### config.mk
export PLATFORM = sky130hd
export DESIGN_NAME = mem_port_arbiter
export DESIGN_NICKNAME = d
export VERILOG_FILES = /design/src/rtl/mem_arb_pkg.sv /design/src/rtl/mem_wait_counter.sv /design/src/rtl/mem_port_arbiter.sv
export SDC_FILE = /design/constraint.sdc
export NUM_CORES = 1
export LEC_CHECK = 0
export BUFFER_PORTS_ARGS = -buffer_cell sky130_fd_sc_hd__buf_4
export CAP_MARGIN = 30
export CORE_UTILIZATION = 47
export CTS_CLUSTER_DIAMETER = 50
export CTS_CLUSTER_SIZE = 14
export DETAILED_ROUTE_END_ITERATION = 7
export PLACE_DENSITY_LB_ADDON = 0.1
export SLEW_MARGIN = 20
export SYNTH_ARGS = -nofsm -noshare
export SYNTH_HDL_FRONTEND = slang
export SYNTH_SLANG_ARGS = --single-unit
### constraint.sdc
create_clock -name clk -period 2.3 [get_ports clk]
set_input_delay 0.46 -clock clk [delete_from_list [all_inputs] [get_ports clk]]
set_output_delay 0.46 -clock clk [all_outputs]
set_load 0.02 [all_outputs]
### src/rtl/mem_arb_pkg.sv
// Shared types and constants for the unified-memory port arbiter.
//   arb_state_t : arbiter FSM states
//   owner_t     : which requester owns the in-flight access
//   WAIT_W      : width of the wait-state counter (WAIT_CYCLES 0..15)
//   STARVE_W    : width of the fetch-starvation counter (STARVE_MAX 1..15)
package mem_arb_pkg;

    localparam int WAIT_MAX_CFG   = 15;
    localparam int STARVE_MAX_CFG = 15;
    localparam int WAIT_W         = $clog2(WAIT_MAX_CFG + 1);
    localparam int STARVE_W       = $clog2(STARVE_MAX_CFG + 1);

    typedef enum logic [1:0] {
        IDLE    = 2'd0,
        BUSY_IF = 2'd1,
        BUSY_D  = 2'd2,
        DONE    = 2'd3
    } arb_state_t;

    typedef enum logic {
        OWN_IF = 1'b0,
        OWN_D  = 1'b1
    } owner_t;

    // Owner of the access implied by a BUSY state.
    function automatic owner_t state_owner(input arb_state_t s);
        return (s == BUSY_IF) ? OWN_IF : OWN_D;
    endfunction

endpackage

### src/rtl/mem_wait_counter.sv
// Loadable down-counter used to time memory wait states.
//   clk, rst    : clock, synchronous active-low reset
//   i_load      : load i_load_val (has priority over decrement)
//   i_load_val  : value to load
//   i_dec       : decrement by one, holds at zero
//   o_zero      : counter currently equals zero
module mem_wait_counter #(
    parameter int W = 4
) (
    input  logic         clk,
    input  logic         rst,
    input  logic         i_load,
    input  logic [W-1:0] i_load_val,
    input  logic         i_dec,
    output logic         o_zero
);

    logic [W-1:0] count_q, count_d;

    always_comb begin
        count_d = count_q;
        if (i_load) begin
            count_d = i_load_val;
        end else if (i_dec && (count_q != '0)) begin
            count_d = count_q - W'(1);
        end
    end

    always_ff @(posedge clk) begin
        if (!rst) begin
            count_q <= '0;
        end else begin
            count_q <= count_d;
        end
    end

    assign o_zero = (count_q == '0);

endmodule

### src/rtl/mem_port_arbiter.sv
// Arbiter sharing the single-port unified memory between instruction fetch
// and data (load/store) accesses. Each access is held on the memory port for
// WAIT_CYCLES+1 cycles, then the owner receives a one-cycle ack together with
// registered read data.
//   clk, rst                         : clock, synchronous active-low reset
//   i_if_req / i_if_addr             : fetch request and address
//   i_d_req / i_d_we / i_d_addr /
//   i_d_wdata                        : data request, store flag, address, store data
//   o_if_ack / o_d_ack / o_rdata     : completion pulses and read data
//   o_stall_if / o_stall_d           : combinational stall qualifiers
//   o_mem_en / o_mem_we / o_mem_addr /
//   o_mem_wdata / i_mem_rdata        : memory macro interface
module mem_port_arbiter
    import mem_arb_pkg::*;
#(
    parameter int AW          = 16,
    parameter int DW          = 16,
    parameter int WAIT_CYCLES = 1,
    parameter int STARVE_MAX  = 4
) (
    input  logic          clk,
    input  logic          rst,
    input  logic          i_if_req,
    input  logic [AW-1:0] i_if_addr,
    input  logic          i_d_req,
    input  logic          i_d_we,
    input  logic [AW-1:0] i_d_addr,
    input  logic [DW-1:0] i_d_wdata,
    output logic          o_if_ack,
    output logic          o_d_ack,
    output logic [DW-1:0] o_rdata,
    output logic          o_stall_if,
    output logic          o_stall_d,
    output logic          o_mem_en,
    output logic          o_mem_we,
    output logic [AW-1:0] o_mem_addr,
    output logic [DW-1:0] o_mem_wdata,
    input  logic [DW-1:0] i_mem_rdata
);

    localparam logic [STARVE_W-1:0] STARVE_LIM = STARVE_W'(STARVE_MAX);
    localparam logic [WAIT_W-1:0]   WAIT_INIT  = WAIT_W'(WAIT_CYCLES);

    arb_state_t          state_q, state_d;
    logic [STARVE_W-1:0] starve_q, starve_d;
    logic                mem_en_q, mem_en_d;
    logic                mem_we_q, mem_we_d;
    logic [AW-1:0]       mem_addr_q, mem_addr_d;
    logic [DW-1:0]       mem_wdata_q, mem_wdata_d;
    logic [DW-1:0]       rdata_q, rdata_d;
    logic                if_ack_q, if_ack_d;
    logic                d_ack_q, d_ack_d;

    logic   wait_load, wait_dec, wait_zero;
    logic   grant_if, grant_d;
    owner_t owner;

    // Data normally wins (it belongs to the older instruction); fetch is
    // forced through once it has been passed over STARVE_MAX times in a row.
    assign grant_if = i_if_req && (!i_d_req || (starve_q == STARVE_LIM));
    assign grant_d  = i_d_req && !grant_if;
    assign owner    = state_owner(state_q);

    mem_wait_counter #(
        .W (WAIT_W)
    ) u_wait (
        .clk        (clk),
        .rst        (rst),
        .i_load     (wait_load),
        .i_load_val (WAIT_INIT),
        .i_dec      (wait_dec),
        .o_zero     (wait_zero)
    );

    always_comb begin
        state_d     = state_q;
        starve_d    = starve_q;
        mem_en_d    = mem_en_q;
        mem_we_d    = mem_we_q;
        mem_addr_d  = mem_addr_q;
        mem_wdata_d = mem_wdata_q;
        rdata_d     = rdata_q;
        if_ack_d    = 1'b0;
        d_ack_d     = 1'b0;
        wait_load   = 1'b0;
        wait_dec    = 1'b0;

        case (state_q)
            IDLE: begin
                if (grant_if) begin
                    state_d    = BUSY_IF;
                    starve_d   = '0;
                    mem_en_d   = 1'b1;
                    mem_we_d   = 1'b0;
                    mem_addr_d = i_if_addr;
                    wait_load  = 1'b1;
                end else if (grant_d) begin
                    state_d     = BUSY_D;
                    mem_en_d    = 1'b1;
                    mem_we_d    = i_d_we;
                    mem_addr_d  = i_d_addr;
                    mem_wdata_d = i_d_wdata;
                    wait_load   = 1'b1;
                    // Only data grants that bypass a waiting fetch count
                    // towards starvation.
                    if (i_if_req) begin
                        starve_d = (starve_q == STARVE_LIM) ? STARVE_LIM
                                                            : starve_q + STARVE_W'(1);
                    end else begin
                        starve_d = '0;
                    end
                end
            end
            BUSY_IF, BUSY_D: begin
                if (wait_zero) begin
                    state_d  = DONE;
                    mem_en_d = 1'b0;
                    mem_we_d = 1'b0;
                    // Stores leave the read-data register untouched.
                    if ((owner == OWN_IF) || !mem_we_q) begin
                        rdata_d = i_mem_rdata;
                    end
                    if_ack_d = (owner == OWN_IF);
                    d_ack_d  = (owner == OWN_D);
                end else begin
                    wait_dec = 1'b1;
                end
            end
            DONE: begin
                // Requests seen in the ack cycle are stale; re-arbitrate next cycle.
                state_d = IDLE;
            end
            default: begin
                state_d = IDLE;
            end
        endcase
    end

    always_ff @(posedge clk) begin
        if (!rst) begin
            state_q     <= IDLE;
            starve_q    <= '0;
            mem_en_q    <= 1'b0;
            mem_we_q    <= 1'b0;
            mem_addr_q  <= '0;
            mem_wdata_q <= '0;
            rdata_q     <= '0;
            if_ack_q    <= 1'b0;
            d_ack_q     <= 1'b0;
        end else begin
            state_q     <= state_d;
            starve_q    <= starve_d;
            mem_en_q    <= mem_en_d;
            mem_we_q    <= mem_we_d;
            mem_addr_q  <= mem_addr_d;
            mem_wdata_q <= mem_wdata_d;
            rdata_q     <= rdata_d;
            if_ack_q    <= if_ack_d;
            d_ack_q     <= d_ack_d;
        end
    end

    assign o_if_ack    = if_ack_q;
    assign o_d_ack     = d_ack_q;
    assign o_rdata     = rdata_q;
    assign o_mem_en    = mem_en_q;
    assign o_mem_we    = mem_we_q;
    assign o_mem_addr  = mem_addr_q;
    assign o_mem_wdata = mem_wdata_q;
    assign o_stall_if  = i_if_req & ~if_ack_q;
    assign o_stall_d   = i_d_req & ~d_ack_q;

endmodule

Word level (Yosys, flattened, before mapping)
Index checks and enable logic that the tools add are counted.
Widths: inputs -> output; s select.
- add/subtract/negate cells: 2
- multipliers: 0
- div/mod/pow operators: 0
- magnitude comparators: 0
- equal/unequal tests: 6
- shifts and indexed selects: 0
- mux-type cells: 25
- bitwise operators: 6
- reductions and logical operators: 22
- operators with widths (cell ; number):
    $mux 16 ; 2
    $mux 4 ; 4
    $mux 1 ; 13
    $reduce_and 3->1 ; 4
    $mux 2 ; 3
    $pmux 2 s3 ; 1
    $reduce_bool 2->1 ; 3
    $add 4x1->4 const B ; 1
    $eq 2x2->1 const B ; 2
    $eq 4x3->1 const B ; 1
    $logic_not 4->1 ; 1
    $not 1->1 ; 4
    $pmux 1 s2 ; 2
    $reduce_and 2->1 ; 2
    $reduce_bool 4->1 ; 1
    $reduce_or 2->1 ; 2
    $sub 4x1->4 const B ; 1
    $logic_and 1x1->1 ; 3
    $logic_not 1->1 ; 3
    $ne 3x3->1 const B ; 1
    $and 1x1->1 ; 2
    $eq 2x1->1 const B ; 1
    $logic_not 2->1 ; 1
    $logic_or 1x1->1 ; 2
    $ne 2x1->1 const B ; 1
- register bits: 62
- bits in latches: 0
- RAM bits: 0
- bits in read-only memories: 0
- input port bits: 69
- output and inout bits: 54
- word-level logic and storage cells: 72
- memories: 0

Depth between registers and ports, before layout
Gate-level depths: netlist of run 1.
- word-level depth: 9
- mapped depth: 8
- gate-level depth less buffers: 5

Hierarchy
Synthesis of run 1 repeated with hierarchy kept, for this count alone.
- cells, all modules: 336
- area, all modules: 2922.8 um2
- by module, submodules not included (module ; instances ; cells an instance ; area each (um2) ; sequential area each (um2)):
    mem_port_arbiter ; 1 ; 305 ; 2666.3 ; 1161.1
    mem_wait_counter ; 1 ; 31 ; 256.5 ; 80.1

Worst setup path after synthesis of run 1
Ideal clock, no wire load.
- path kind: register to register
- start: register u_wait.count_q[0]
- end: register rdata_q[10] (netlist: o_rdata[10])
- library setup time: 0.072 ns
- arrival: 1.734 ns
- required time: 2.228 ns
- slack: 0.494 ns
- stages on the path, launching flop included: 8
- path buffers: 2
- period minus slack after synthesis: 1.806 ns
- path through: dfxtp_1 -> inv_1 -> ha_1 -> or3b_1 -> buf_6 -> nor3_4 -> buf_12 -> mux2i_1
- longest elaborated chain between the ends: 2
- RTL lines (item ; RTL line ; source):
    from (decl) ; mem_wait_counter.sv:18 ; logic [W-1:0] count_q, count_d;
    from (signal assigned) ; mem_wait_counter.sv:33 ; count_q <= count_d;
    $logic_not 4->1 ; mem_wait_counter.sv:37 ; assign o_zero = (count_q == '0);
    $reduce_and 3->1 (no source line) ; -- ;
    to (signal assigned) ; mem_port_arbiter.sv:157 ; rdata_q <= rdata_d;
    to (decl) ; mem_port_arbiter.sv:50 ; logic [DW-1:0] rdata_q, rdata_d;
Every way passes these cells.
A chain may end at the register's enable or synchronous reset.

Worst setup path after layout of run 1
- start: register state_q[0]
- end: register rdata_q[13] (netlist: o_rdata[13])
- longest elaborated chain between the ends: 3
- elaborated cells between the ends (all ways): 5
- classes of those cells: eq/ne: 2; reduce/logical: 3
- RTL lines (item ; RTL line ; source):
    from (decl) ; mem_port_arbiter.sv:44 ; arb_state_t state_q, state_d;
    from (signal assigned) ; mem_port_arbiter.sv:151 ; state_q <= state_d;
    $eq 2x1->1 or $eq 2x2->1 (tied branches) ; mem_arb_pkg.sv:27, mem_port_arbiter.sv:88 ;
    $reduce_or 2->1 or $logic_or 1x1->1 (tied branches) ; mem_port_arbiter.sv:88, mem_port_arbiter.sv:120 ;
    $reduce_and 3->1 (no source line) (*) ; -- ;
Every way passes the cells marked *; elsewhere a longest branch is shown, timed or not.

==> reports/results.tsv, run 1 <==
stage	metric	value	unit
logic_synthesis	biggest area contributors in the synthesized netlist	sky130_fd_sc_hd__dfxtp_1, sky130_fd_sc_hd__mux2i_1, sky130_fd_sc_hd__nand2_1	
finish	multi-input gate area in the final layout	0.00142	mm2
timing	setup total negative slack	0	ns
worst_setup_path	type of element launching the critical path	register	
logic_synthesis	dominant cell by count in the synthesized netlist	sky130_fd_sc_hd__nand2_1	
timing	achievable frequency	505	MHz
place	Port Buffer Count	122	
worst_setup_path	critical-path maximum fanout	16	
floorplanning	die area	0.00630	mm2
pwr	overall power consumption	4.53	mW
finish	final design utilization	0.702	
timing	Slew HR	0.526	
logic_synthesis	number of distinct library cell variants in the gate-level netlist after synthesis	39	
logic_synthesis	sequential element share of the synthesized area	0.441	
clock_tree	number of H-tree levels	3	
detailed_routing	wire length per cell	13.5	um
logic_synthesis	share of Yosys cell area claimed by the top area cell type	0.441	
floorplanning	die height	79.4	um
timing	pin slew with the least headroom to its limit	0.710	ns
detailed_routing	Routed Antenna Nets	0	
floorplanning	core area	0.00564	mm2
floorplanning	number of top-level design ports	123	
floorplanning	starting utilization of the core area	0.499	
logic_synthesis	number of synthesis warnings	0	
logic_synthesis	share of synthesized registers carrying an async set or reset	0	
worst_setup_path	critical path start-end classification	register to register	
grt	maximum number of pins on one net before global-route repair	63	
clock_tree	hold buffer count at cts	0	
logic_synthesis	ranking of synthesized cells by instance count	sky130_fd_sc_hd__nand2_1, sky130_fd_sc_hd__dfxtp_1, sky130_fd_sc_hd__a211oi_1, sky130_fd_sc_hd__mux2i_1, sky130_fd_sc_hd__o21ai_0	
logic_synthesis	post-synth net total	396	
clock_tree	clk_lat worst skew	0.33	ns
finish	Layout Nets	512	
place	final weighted congestion in routability-driven placement	0.762	
grt	initial antenna violation count	0	
finish	final-layout fill cell count	467	
hold_path	path class of the lowest-slack min-delay path	input port to register	
grt	Total Routing Usage GR	0.229	
clock_tree	clock buffers created by TritonCTS	9	
detailed_routing	post-route DRC violation count	0	
worst_setup_path	crit end category	register	
pwr	power density over the cells	1140	mW/mm2
run_status	result of the run	complete, no violations	
clock_tree	setup bufs post-CTS	0	
floorplanning	Core Rows	27	
timing	final hold vios	0	
finish	share of cells above drive strength 1	0.343	
detailed_routing	total number of vias	2739	
clock_tree	clock tree buffer depth	2	
logic_synthesis	Seq cells post-synth	62	
job	Max Cap Viol	0	
logic_synthesis	gate count of the mapped netlist	322	
floorplanning	Die X	79.4	um
clock_tree	post-cts sizing count	0	
pwr	Leak Pwr	1.76	nW
grt	global-route wire length before repair	11300	um
pwr	IR Drop Worst-Case VDD	0.603	mV
worst_setup_path	critical path arrival	2.24	ns
clock_tree	clock-pin transition on the worst setup and hold timing paths	0.07	ns
detailed_routing	DR pass1 iterations	4	
grt	vias in the first global route	2586	
detailed_routing	WL final	6970	um
finish	relative area change from synthesis to final layout	40.7	%
detailed_routing	ratio of routed vias to standard cells	5.32	
worst_setup_path	Req. time, crit path	2.56	ns
timing	Setup violations, final	0	
logic_synthesis	dominant register cell in the synthesized netlist	sky130_fd_sc_hd__dfxtp_1	
place	half-perimeter wire length after placement	4940	um
detailed_routing	Initial DRC Count	99	
clock_tree	Clk Tree Root Cell	sky130_fd_sc_hd__clkbuf_8	
clock_tree	CTS tree	done	
logic_synthesis	syn avg cell area	8.74	um2
clock_tree	clock tree sinks	62	
timing	Worst Hold Margin	0.376	ns
logic_synthesis	Post-Syn Area	0.00281	mm2
timing	fin crit share	0.861	
finish	final antenna diode count	0	
finish	flip-flop and latch area	0.00124	mm2
logic_synthesis	Post-synth EDFFs	0	
timing	count of pins over their slew limit	0	
grt	global-route congestion overflow total	0	
timing	largest clock skew in the final design	0.00643	ns
logic_synthesis	library cell occupying the most area in the post-synthesis netlist	sky130_fd_sc_hd__dfxtp_1	
timing	minimum period implied by the final worst setup slack	1.98	ns
timing	setup repair after global routing missed its margin	false	
path summary, 6_finish.rpt:
check | startpoint | end | slack, ns | cells after the start
hold reg to reg | o_rdata[10]$_SDFFE_PN0P_ | o_rdata[10]$_SDFFE_PN0P_ | 0.45 | 2
setup / recovery | state_q[0]$_SDFFE_PN0P_ | o_rdata[13]$_SDFFE_PN0P_ | 0.32 | 6
hold / removal | i_mem_rdata[10] | o_rdata[10]$_SDFFE_PN0P_ | 0.38 | 3
setup reg to reg | state_q[0]$_SDFFE_PN0P_ | o_rdata[13]$_SDFFE_PN0P_ | 0.32 | 6
through the flow:
stage,cells,setup WS (ns),area [um2]
6_report,515,0.319,3960
2_1_floorplan,322,0.494,2810
3_3_place_gp,499,0.393,3770
5_1_grt,515,0.136,3960
3_5_place_dp,499,0.337,3770
4_1_cts,515,0.331,3960
report_power, final:
group          leakage, nW  internal (mW)  switching (mW)  total (mW)
Sequential           0.509           1.40           0.176        1.57
Combinational         1.16          0.903            1.16        2.07
Clock               0.0954          0.476           0.410       0.887
Total                 1.76           2.78            1.75        4.53
layout make-up:
class                      count  area share
sequential                    62       0.314
timing repair buffer         131       0.252
clock buffer                  13      0.0427
inverter                       8     0.00759
tap                           72      0.0228
multi-input combinational    226       0.357
clock inverter                 3     0.00442
cell families (layout without fill, tap and decap cells):
logic type                 count (synthesis)  after routing  synth area share
DFF                                       62             62             0.441
and+or+nand+nor                          118            118             0.193
AOI/OAI and AO/OA                         69             69             0.166
muxes                                     33             33             0.117
xor gates and xnor gates                   1              1           0.00311
buffers and inverters                     34            155            0.0574
adders and majority gates                  5              5            0.0222
registers in the layout, summed over array words and instances, names as in the netlist:
name,count
o_mem_addr,16
o_mem_wdata,16
o_rdata,16
starve_q,4
u_wait.count_q,4
state_q,2
o_d_ack,1
o_if_ack,1
o_mem_en,1
o_mem_we,1
worst max-delay path, cell delays in order (launching register included):
cell                      delay (ns)
sky130_fd_sc_hd__dfxtp_1        0.36
sky130_fd_sc_hd__inv_1          0.06
sky130_fd_sc_hd__ha_1           0.51
sky130_fd_sc_hd__inv_1          0.20
sky130_fd_sc_hd__nor3_4         0.24
sky130_fd_sc_hd__buf_4          0.31
sky130_fd_sc_hd__mux2i_1        0.22
layer usage:
layer,track usage,vias up,share of wire
met1,0.266,1267,0.44
met4,0.122,0,0.023
met2,0.385,104,0.47
li1,-,1354,-
met5,0,-,0
met3,0.0571,14,0.062
layout by cell type, fill, tap and decap left out, drive strengths merged, types with 2 or more instances in the layout:
| cell | synthesis | routed |
|---|---|---|
| a211o | 2 | 2 |
| a211oi | 33 | 33 |
| a21oi | 6 | 6 |
| a31oi | 3 | 3 |
| and2 | 2 | 2 |
| and3 | 4 | 4 |
| buf | 11 | 131 |
| clkbuf | 15 | 13 |
| clkinv | 0 | 2 |
| dfxtp | 62 | 62 |
| ha | 5 | 5 |
| inv | 8 | 8 |
| mux2i | 33 | 33 |
| nand2 | 71 | 71 |
| nand3 | 2 | 2 |
| nand3b | 3 | 3 |
| nand4b | 3 | 3 |
| nor2 | 18 | 18 |
| nor2b | 4 | 4 |
| nor3 | 2 | 2 |
| nor3b | 2 | 2 |
| o21ai | 19 | 19 |
Note: power is estimated with default switching activity, not from simulation.
==> inputs of run 2 (changes only) <==
==> constraint.sdc (replaced) <==
create_clock -name clk -period 1.87 [get_ports clk]
set_input_delay 0.374 -clock clk [delete_from_list [all_inputs] [get_ports clk]]
set_output_delay 0.374 -clock clk [all_outputs]
set_load 0.02 [all_outputs]
==> run 2 against run 1 <==
Against the previous run: non-clock buffer count increased by 1; die area unchanged; clock power increased by 48%; register-to-register slack lost 0.19 ns; worst hold slack worse by 0.079 ns; sequential power increased by 23%; routed wire length shrank 2.5%; critical path type unchanged.
==> reports/results.tsv, run 2 (synthesis gave the netlist of run 1 again) <==
stage	metric	value	unit
clock_tree	clock tree sinks	62	
timing	achievable frequency	574	MHz
pwr	power density over the cells	1450	mW/mm2
finish	share of cells above drive strength 1	0.348	
detailed_routing	post-route DRC violation count	0	
place	final weighted congestion in routability-driven placement	0.797	
grt	maximum number of pins on one net before global-route repair	73	
worst_setup_path	slack of the worst reg-to-reg path	0.13	ns
timing	final hold vios	0	
grt	initial antenna violation count	0	
clock_tree	setup bufs post-CTS	0	
grt	vias in the first global route	2468	
detailed_routing	Routed Antenna Nets	0	
timing	fin crit share	0.932	
timing	count of pins over their slew limit	0	
finish	relative area change from synthesis to final layout	42.7	%
finish	most used cells in the layout excluding fill and tap cells	sky130_fd_sc_hd__buf_4, sky130_fd_sc_hd__nand2_1, sky130_fd_sc_hd__dfxtp_1	
floorplanning	die area	0.00630	mm2
hold_path	worst hold path stage count	3	
floorplanning	number of top-level design ports	123	
worst_setup_path	critical path arrival	2.00	ns
grt	global-route congestion overflow total	0	
clock_tree	number of H-tree levels	3	
worst_setup_path	crit end category	register	
timing	largest clock skew in the final design	0.00599	ns
clock_tree	Clk Tree Root Cell	sky130_fd_sc_hd__clkbuf_8	
detailed_routing	ratio of routed vias to standard cells	5.27	
place	half-perimeter wire length after placement	4780	um
timing	post-route worst setup slack	0.127	ns
worst_setup_path	worst reg2reg path endpoint	o_rdata[6]$_SDFFE_PN0P_	
clock_tree	clock-pin transition on the worst setup and hold timing paths	0.07	ns
pwr	Leak Pwr	1.79	nW
floorplanning	Die X	79.4	um
floorplanning	starting utilization of the core area	0.499	
worst_setup_path	critical path start-end classification	register to register	
hold_path	terminating pin of the worst hold path	o_mem_wdata[2]$_SDFFE_PN0P_	
timing	setup total negative slack	0	ns
run_status	result of the run	complete, no violations	
clock_tree	clk_lat worst skew	0.33	ns
hold_path	hold path startpoint	i_d_wdata[2]	
finish	final antenna diode count	0	
timing	pin slew with the least headroom to its limit	0.672	ns
hold_path	path class of the lowest-slack min-delay path	input port to register	
floorplanning	die height	79.4	um
clock_tree	clock tree buffer depth	2	
worst_setup_path	critical-path maximum fanout	16	
floorplanning	Core Rows	27	
detailed_routing	wire length per cell	13.2	um
place	Port Buffer Count	122	
worst_setup_path	worst reg2reg path depth	6	
timing	minimum period implied by the final worst setup slack	1.74	ns
worst_setup_path	Req. time, crit path	2.12	ns
place	Setup Slack @ Placement	0.0606	ns
detailed_routing	WL final	6800	um
detailed_routing	DR pass1 iterations	5	
clock_tree	CTS tree	done	
worst_setup_path	launch instance of the worst register-to-register path	u_wait.count_q[0]$_SDFFE_PN0P_	
clock_tree	clock buffers created by TritonCTS	9	
timing	Setup violations, final	0	
detailed_routing	Initial DRC Count	89	
pwr	IR Drop Worst-Case VDD	0.947	mV
detailed_routing	total number of vias	2715	
timing	Slew HR	0.552	
worst_setup_path	type of element launching the critical path	register	
finish	Layout Nets	513	
finish	most common library cell in the layout ignoring fill and taps	sky130_fd_sc_hd__buf_4	
timing	setup repair after global routing missed its margin	false	
grt	global-route wire length before repair	11200	um
floorplanning	core area	0.00564	mm2
finish	final-layout fill cell count	470	
grt	Total Routing Usage GR	0.226	
job	Max Cap Viol	0	
[run 2: changes by cell type in the layout (fill, tap and decap cells not counted)]
cell,before,now
sky130_fd_sc_hd__buf_12,1,2
sky130_fd_sc_hd__bufinv_16,0,2
sky130_fd_sc_hd__clkbuf_1,1,0
sky130_fd_sc_hd__clkbuf_8,12,11
sky130_fd_sc_hd__clkinvlp_4,1,0
sky130_fd_sc_hd__or3b_1,1,0
sky130_fd_sc_hd__or3b_4,0,1
[run 2: how the worst max path moves through the flow]
stage                                        endpoint  slack, ns                           start  cells past startpoint
after global placement          o_mem_we$_SDFFE_PN0P_       0.13  u_wait.count_q[0]$_SDFFE_PN0P_                      5
after detailed placement      o_rdata[6]$_SDFFE_PN0P_       0.06  u_wait.count_q[0]$_SDFFE_PN0P_                      6
final                         o_rdata[6]$_SDFFE_PN0P_       0.13  u_wait.count_q[0]$_SDFFE_PN0P_                      6
after global routing      o_mem_addr[15]$_SDFFE_PN0P_       0.02        starve_q[0]$_SDFFE_PN0P_                      5
after floorplan              o_rdata[10]$_SDFFE_PN0P_       0.06  u_wait.count_q[0]$_SDFFE_PN0P_                      7
after CTS                     o_rdata[6]$_SDFFE_PN0P_       0.03  u_wait.count_q[0]$_SDFFE_PN0P_                      6
[run 2: per-layer routing]
metal,share of wire,wire length (um),global-route usage
met3,0.070,478,0.0606
met1,0.43,2960,0.267
met2,0.48,3250,0.378
met5,0,0,0
met4,0.017,119,0.109
[run 2: through the flow]
| stage | std cells | power (mW) | util | cell area (um2) | hold slack [ns] |
|---|---|---|---|---|---|
| CTS | 515 | 5.88 | 0.711 | 4010 | 0.284 |
| finish | 515 | 5.84 | 0.712 | 4020 | 0.297 |
| detailed placement | 500 | 4.55 | 0.672 | 3790 | 0.450 |
| floorplan | 322 | 3.61 | - | 2810 | 0.452 |
| global placement | 500 | 4.50 | 0.672 | 3790 | 0.443 |
| global route | 515 | 6.19 | 0.712 | 4020 | 0.288 |
[run 2: layout make-up]
class	count	area, um2	share of cell area
Multi-Input combinational cell	226	1420	0.353
Sequential cell	62	1240	0.309
Timing Repair Buffer	132	1020	0.253
Clock buffer	11	151	0.0377
Tap cell	72	90.1	0.0224
Clock inverter	4	70.1	0.0174
Inverter	8	30.0	0.00748
[run 2: critical path, cell delays in order (launching register included)]
cell and delay, ns:
sky130_fd_sc_hd__dfxtp_1 0.32, sky130_fd_sc_hd__inv_1 0.08, sky130_fd_sc_hd__ha_1 0.19, sky130_fd_sc_hd__or3b_4 0.45, sky130_fd_sc_hd__nor3_4 0.24, sky130_fd_sc_hd__buf_12 0.20
sky130_fd_sc_hd__mux2i_1 0.20
[run 2: what timing repair did]
item,4_1_cts,5_1_grt
hold buffers,0,0
setup endpoints to repair,0,16
gates resized for setup,0,1
[run 2: where the power goes]
| part | switching (mW) | internal (mW) |
|---|---|---|
| logic | 1.43 | 1.17 |
| registers | 0.208 | 1.72 |
| clock network | 0.495 | 0.811 |
